**config.mk**
```make
export PLATFORM = sky130hd
export DESIGN_NAME = da_fir_seq
export DESIGN_NICKNAME = d
export VERILOG_FILES = /design/src/rtl/da_fir_seq.sv
export SDC_FILE = /design/constraint.sdc
export NUM_CORES = 1
export LEC_CHECK = 0
export CORE_UTILIZATION = 44
export DETAILED_ROUTE_END_ITERATION = 10
export GPL_ROUTABILITY_DRIVEN = 0
export GPL_TIMING_DRIVEN = 0
export PLACE_DENSITY_LB_ADDON = 0.1
export SETUP_SLACK_MARGIN = 0.02
export SYNTH_ARGS = -nofsm -noshare
export SYNTH_HDL_FRONTEND = slang
export SYNTH_SLANG_ARGS = --single-unit
```
**constraint.sdc**
```tcl
create_clock -name i_clk -period 6.9 [get_ports i_clk]
set_clock_uncertainty 0.05 [all_clocks]
set_input_delay 2.07 -clock i_clk [delete_from_list [all_inputs] [get_ports i_clk]]
set_output_delay 2.07 -clock i_clk [all_outputs]
set_load 0.02 [all_outputs]
```
**src/rtl/da_fir_seq.sv**
```systemverilog
// rtl/da_fir_seq.sv - bit-serial distributed-arithmetic FIR sequencer (DA_FIR_SAT_EN selects saturating output)
module da_fir_seq #(
  parameter int DATA_W = 12,
  parameter int TAPS   = 8,
  parameter int OPSIZE = 12,
  parameter int OUT_W  = 16
) (
  input  logic              i_clk,
  input  logic              i_rst,
  input  logic              i_valid,
  input  logic [DATA_W-1:0] i_sample,
  output logic              o_ready,
  output logic              o_rom_oe,
  output logic [TAPS-1:0]   o_rom_addr,
  input  logic [OPSIZE-1:0] i_rom_data,
  output logic              o_valid,
  output logic [OUT_W-1:0]  o_result,
  input  logic              i_ready
);

  localparam int ACC_W = OPSIZE + DATA_W;
  localparam int CNT_W = $clog2(DATA_W);

  typedef enum logic [1:0] {IDLE, COMPUTE, OUT} state_t;

  state_t                    state, state_nxt;
  logic [DATA_W-1:0]         taps [TAPS];
  logic [CNT_W-1:0]          bcnt;
  logic signed [ACC_W-1:0]   acc;
  logic signed [ACC_W-1:0]   rom_ext;
  logic signed [ACC_W-1:0]   term;
  logic signed [ACC_W-1:0]   acc_nxt;
  logic signed [OUT_W-1:0]   result;
  logic signed [OUT_W-1:0]   res_nxt;
  logic                      last_bit;

  assign last_bit = (bcnt == CNT_W'(DATA_W - 1));
  assign o_result = result;

`ifdef DA_FIR_SAT_EN
  localparam logic signed [ACC_W-1:0] MAX_V = {{(ACC_W-OUT_W+1){1'b0}}, {(OUT_W-1){1'b1}}};
  localparam logic signed [ACC_W-1:0] MIN_V = {{(ACC_W-OUT_W+1){1'b1}}, {(OUT_W-1){1'b0}}};
`endif

  // Partial-sum weighting: the sign bit's partial sum is subtracted, all others added
  always_comb begin
    rom_ext = {{(ACC_W-OPSIZE){i_rom_data[OPSIZE-1]}}, i_rom_data};
    term    = rom_ext <<< bcnt;
    acc_nxt = last_bit ? (acc - term) : (acc + term);
`ifdef DA_FIR_SAT_EN
    if (acc_nxt > MAX_V) begin
      res_nxt = MAX_V[OUT_W-1:0];
    end else if (acc_nxt < MIN_V) begin
      res_nxt = MIN_V[OUT_W-1:0];
    end else begin
      res_nxt = acc_nxt[OUT_W-1:0];
    end
`else
    res_nxt = acc_nxt[OUT_W-1:0];
`endif
  end

  // ROM address: bit b of every tap, only while computing
  always_comb begin
    o_rom_addr = '0;
    if (state == COMPUTE) begin
      for (int t = 0; t < TAPS; t++) begin
        o_rom_addr[t] = taps[t][bcnt];
      end
    end
  end

  // State register
  always_ff @(posedge i_clk or posedge i_rst) begin
    if (i_rst) begin
      state <= IDLE;
    end else begin
      state <= state_nxt;
    end
  end

  // Next-state and handshake/enable outputs; o_ready is masked while reset is held
  always_comb begin
    state_nxt = state;
    o_ready   = 1'b0;
    o_valid   = 1'b0;
    o_rom_oe  = 1'b0;
    case (state)
      IDLE: begin
        o_ready = ~i_rst;
        if (i_valid) state_nxt = COMPUTE;
      end
      COMPUTE: begin
        o_rom_oe = 1'b1;
        if (last_bit) state_nxt = OUT;
      end
      OUT: begin
        o_valid = 1'b1;
        if (i_ready) state_nxt = IDLE;
      end
      default: state_nxt = IDLE;
    endcase
  end

  // Delay line, bit counter, accumulator and held result
  always_ff @(posedge i_clk or posedge i_rst) begin
    if (i_rst) begin
      for (int t = 0; t < TAPS; t++) begin
        taps[t] <= '0;
      end
      bcnt   <= '0;
      acc    <= '0;
      result <= '0;
    end else begin
      case (state)
        IDLE: begin
          if (i_valid) begin
            taps[0] <= i_sample;
            for (int t = TAPS - 1; t > 0; t--) begin
              taps[t] <= taps[t-1];
            end
            bcnt <= '0;
            acc  <= '0;
          end
        end
        COMPUTE: begin
          acc  <= acc_nxt;
          bcnt <= bcnt + CNT_W'(1);
          if (last_bit) result <= res_nxt;
        end
        default: ;
      endcase
    end
  end

endmodule
```
== Word-level counts from Yosys, hierarchy flattened ==
Cells that the tools add are included.

* Register bits: 142
* Logic and storage cells: 59

* Add/sub/neg operators: 3
* Order comparisons: 1
* Equal/unequal tests: 6
* Shift operators: 1
* Muxes and demuxes: 29
* Bitwise logic cells: 1
* Reduce and logical (&&, ||, !) cells: 6

{| class="wikitable"
|+ Operator list
! kind !! number
|-
| 24-bit two-way mux || 2
|-
| 24-bit case mux with 2 select lines || 1
|-
| 1-bit binary-select mux with 4-bit select || 8
|-
| 24-bit adder || 1
|-
| 12-bit by 4-bit <<< shifter with 24-bit output || 1
|-
| 24-bit subtractor || 1
|-
| 1-bit two-way mux || 11
|-
| 8-bit two-way mux || 1
|-
| 4-bit case mux with 2 select lines || 1
|-
| 2-bit two-way mux || 3
|-
| 2-bit inequality test (second input constant) || 3
|-
| 2-bit case mux with 3 select lines || 1
|-
| 2-bit AND reduction || 3
|-
| 4-bit by 5-bit < comparator with 1-bit output (second input constant) || 1
|-
| 4-bit by 1-bit adder with 4-bit output (second input constant) || 1
|-
| 4-bit equality test (second input constant) || 1
|-
| 4-bit two-way mux || 1
|-
| 3-bit AND reduction || 1
|-
| 2-bit by 1-bit equality test with 1-bit output (second input constant) || 1
|-
| 2-bit equality test (second input constant) || 1
|-
| 2-bit logical NOT || 1
|-
| 2-bit nonzero test || 1
|-
| 1-bit NOT || 1
|}

== Logic depth before layout (Yosys ltp) ==
* Depth in word-level cells: 4
* Gate-level depth with buffers: 22
* Gate-level depth less buffers: 19

== Worst setup path after synthesis ==
OpenSTA, ideal clock, no wires.

* Path kind: input port to flip-flop
* Start point: input i_rom_data[0]
* End point: register acc[15]
* Setup time: 130 ps
* Data arrival time: 5064 ps
* Path slack: 1656 ps
* Stages: 17
* Buffers on the path: 1
* Cells stage by stage: clkbuf_1 -> mux2i_1 -> nor2_1 -> nand2_1 -> ha_1 -> and3_1 -> o21ai_0 -> ha_1 -> o21a_1 -> o31a_1 -> o41ai_1 -> a21oi_1 -> a41o_1 -> o41ai_1 -> nor2_1 -> xnor2_1 -> o21ai_1

* Longest elaborated chain between the ends: 4
* Elaborated cells between the ends (all ways): 5
* Classes of those cells: 2 x add/sub; 1 x shift; 2 x mux

{| class="wikitable"
|+ Ends and longest elaborated chain
! what !! RTL line !! text
|-
| start: declaration || 15 || <nowiki>input logic [OPSIZE-1:0] i_rom_data,</nowiki>
|-
| 12-bit by 4-bit <<< shifter with 24-bit output (*) || 48 || <nowiki>term = rom_ext <<< bcnt;</nowiki>
|-
| 24-bit adder or 24-bit subtractor (tied branches) || 49 || <nowiki>acc_nxt = last_bit ? (acc - term) : (acc + term);</nowiki>
|-
| 24-bit two-way mux (*) || 49 ||
|-
| 24-bit case mux with 2 select lines (*) || 115 || <nowiki>case (state)</nowiki>
|-
| end signal: assignment || 127 || <nowiki>acc <= acc_nxt;</nowiki>
|-
| end: declaration || 29 || <nowiki>logic signed [ACC_W-1:0] acc;</nowiki>
|}

Every way passes the cells marked *; elsewhere a longest branch is shown, timed or not.
A chain may end at the register's enable or synchronous reset.

== Worst setup path in the final report ==
* Start point: register bcnt[0]
* End point: output o_rom_addr[3]

* Longest elaborated chain between the ends: 3

{| class="wikitable"
|+ Ends and longest elaborated chain
! what !! RTL line !! text
|-
| start: declaration || 28 || <nowiki>logic [CNT_W-1:0] bcnt;</nowiki>
|-
| start signal: assignment || 128 || <nowiki>bcnt <= bcnt + CNT_W'(1);</nowiki>
|-
| 1-bit binary-select mux with 4-bit select || 68 || <nowiki>o_rom_addr[t] = taps[t][bcnt];</nowiki>
|-
| 1-bit two-way mux (not written as such) || 68 ||
|-
| 8-bit two-way mux || 66 || <nowiki>if (state == COMPUTE) begin</nowiki>
|-
| end: declaration || 14 || <nowiki>output logic [TAPS-1:0] o_rom_addr,</nowiki>
|}

Every way passes these cells. The select of a mux whose other input is x is not followed.

==> metrics.txt <==
outcome=complete, no violations; hold slack final=0.4254 ns; Remaining DRCs=0; routed length per instance=17.04 microns; Synth area leaders=dfrtp_1, nand2_1, mux4_2; Site Rows=47; share of layout cells above drive strength 1=0.09335; critical path required time=4.78 ns; Die Span Y=132.4 microns; number of synthesized flops with an enable pin=0; number of global-route vias before repair=6232; Post CTS Setup Buffer Count=0; Worst path most repeated cell=buf_2; setup ws final=0.7346 ns; GRT Util Overall=0.2378; CP cell instances=buf_2, buf_2, buf_2, buf_2, buf_1, mux4_2, a21oi_1, nor2_1, clkdlybuf4s50_1; CP Max Fanout=10; CP top delay family=buffers and inverters; Total Wirelength=19.63 mm; critical path arrival=4.05 ns; Slew @ Worst Pin=0.9075 ns; Max rail drop VDD=0.2939 mV; maximum root-to-sink buffer count=2; Die ar.=17520 sq um; top_reg_cell synth=dfrtp_1; DRT Pass-1 Iters=5; Num CTS Buffers=17; # diodes=0; via count=6314; P&R area growth vs syn=19.44%; Die Span X=132.4 microns; hpwl dp=14.28 mm; area leader, netlist=dfrtp_1; Setup Viol. Count Final=0; Fmax=0.1622 GHz; Tot Pwr=5.417 mW; Initial Utilization=0.4510; post-route cell area=8934 sq um; Mapped Cells=846; CTS Sinks=134; area of placed instances=8318 sq um; WS Path Type=flip-flop to primary output; Slew Limit Fails=0; Worst-path clk slew=0.06 ns; grt total ovfl=0; leakage=4.272 nW; antenna violations before repair=0; CTS tree=built; core area=16580 sq um; startpoint types=flip-flop; Yosys cell types=57; count of input and output buffers=53; Post-synth ARST share=1.000; synth warn=0; Fin Setup TNS=0 ns; largest net degree at the start of global routing=95; Buf+Inv Stages, Crit Path=6; Worst path slowest cell=buf_1; Yosys top cell area share=0.4483; Seq/Total Area, Yosys=0.4483; # IOs=55; Starting DRT DRC Count=505; minimum clock period=6.165 ns; Syn Std Cell Area=7480 sq um; Tcrit/Tclk final=0.8935; Setup crit end kind=primary output; layout net count=965; RSZ-0062 raised after global routing=no; post-cts hold buffer count=0; Seq cells post-synth=134; Final Hold Fails=0; max incr delay on CP=0.73 ns; clk_lat worst skew=0.43 ns; CTS H-tree depth=4; Clock Tree Root=clkbuf_16; syn nets=892; Slew HR=0.3950; first-pass GRT wire length=32.41 mm; max-cap violations=0; pre-CTS WS=0.6671 ns; synthesized area per cell=8.841 sq um; min-delay worst type=flip-flop to flip-flop; post-route ant nets=0; CTS resizes=0; Pwr Density=606.3 nW/um^2; Via density=5.481
-- sequential cells by signal, indices dropped and copies added (netlist names) --
register	flops
o_result	16
bcnt	4
taps	96
state	2
acc	16
-- layout by cell type (no fill, tap or decap), types with 3 or more instances in the layout --
master and count:
o21ai_0 46, mux2i_1 15, a21o_1 6, nand3_1 22, nand2b_1 6, ha_1 17
o21ai_1 3, buf_1 9, mux4_2 29, nor2b_1 6, clkbuf_8 3, nor3_1 5
a21oi_1 33, nand2_1 350, clkinvlp_4 4, mux2_2 4, inv_1 8, buf_2 8
clkbuf_16 17, clkbuf_1 34, bufinv_16 3, nor2_1 31, o31ai_1 3, dfrtp_1 134
clkdlybuf4s50_1 53, xor2_1 13, xnor2_1 12, and2_1 5, clkinv_2 4, o21a_1 4
-- final timing paths --
check | from | to | slack [ns] | depth (start not counted)
min | o_result[5]$_DFFE_PP0P_ | o_result[5]$_DFFE_PP0P_ | 0.43 | 2
max | bcnt[0]$_DFFE_PP0P_ | o_rom_addr[3] | 0.73 | 9
max in group asynchronous | i_rst | o_result[14]$_DFFE_PP0P_ | 4.01 | 3
max reg2reg | bcnt[2]$_DFFE_PP0P_ | acc[15]$_DFFE_PP0P_ | 2.27 | 15
min reg2reg | o_result[5]$_DFFE_PP0P_ | o_result[5]$_DFFE_PP0P_ | 0.43 | 2
min in group asynchronous | i_rst | taps[67]$_DFFE_PP0P_ | 2.01 | 2
-- worst min-delay path: stages (launching register included) --
cell and delay [ns]:
dfrtp_1 0.34, nand2_1 0.04, o21ai_0 0.06
-- where the power goes --
group	switching (mW)	internal (mW)
Combinational	1.79	1.29
Sequential	0.253	1.14
Clock	0.347	0.595
Total	2.39	3.02
-- Yosys cell counts, types with 2 or more instances --
library cell,instances
nand2_1,350
dfrtp_1,134
o21ai_0,46
clkbuf_1,34
a21oi_1,33
nor2_1,31
mux4_2,29
nand3_1,22
ha_1,17
mux2i_1,15
xor2_1,13
xnor2_1,12
buf_1,9
inv_1,9
buf_2,8
a21o_1,6
nand2b_1,6
nor2b_1,6
and2_1,5
nor3_1,5
mux2_2,4
o21a_1,4
o21ai_1,3
o31ai_1,3
a211oi_1,2
a41o_1,2
mux2_4,2
o21bai_1,2
o221ai_1,2
o31a_1,2
o41ai_1,2
or2_2,2
or3_4,2
-- area by class of cell --
class | count | area [sq um]
plain buffers | 53 | 232.7
fillers | 1559 | 7650
repair buffers | 54 | 558.0
flip-flops and latches | 134 | 3353
well taps | 220 | 275.3
inverters | 10 | 42.54
clock buffers | 20 | 466.7
multi-input cells | 649 | 3856
clock inverters | 12 | 148.9
-- cell families (layout without fill, tap and decap cells) --
kind of cell / count (synthesis) / in the layout / synth area share
buf+inv: 63 / 149 / 0.03613
xor+xnor: 25 / 25 / 0.02927
flops: 134 / 134 / 0.4483
simple gates: 432 / 432 / 0.2308
mux: 53 / 53 / 0.1243
fa+ha+maj: 18 / 18 / 0.03111
compound gates: 121 / 121 / 0.1000
-- routing by layer --
layer  global-route usage  routed length, microns
met1               0.3211                    8930
met2               0.3868                    9466
met3              0.04498                     894
met4              0.07663                     340
met5                    0                       0
-- metrics by stage --
stage            util  std cells
3_3_place_gp   0.4996       1119
2_1_floorplan       -        846
6_report       0.5387       1152
5_1_grt        0.5387       1152
3_5_place_dp   0.5016       1120
4_1_cts        0.5387       1152
No activity file was read; power rests on OpenSTA's default activity.
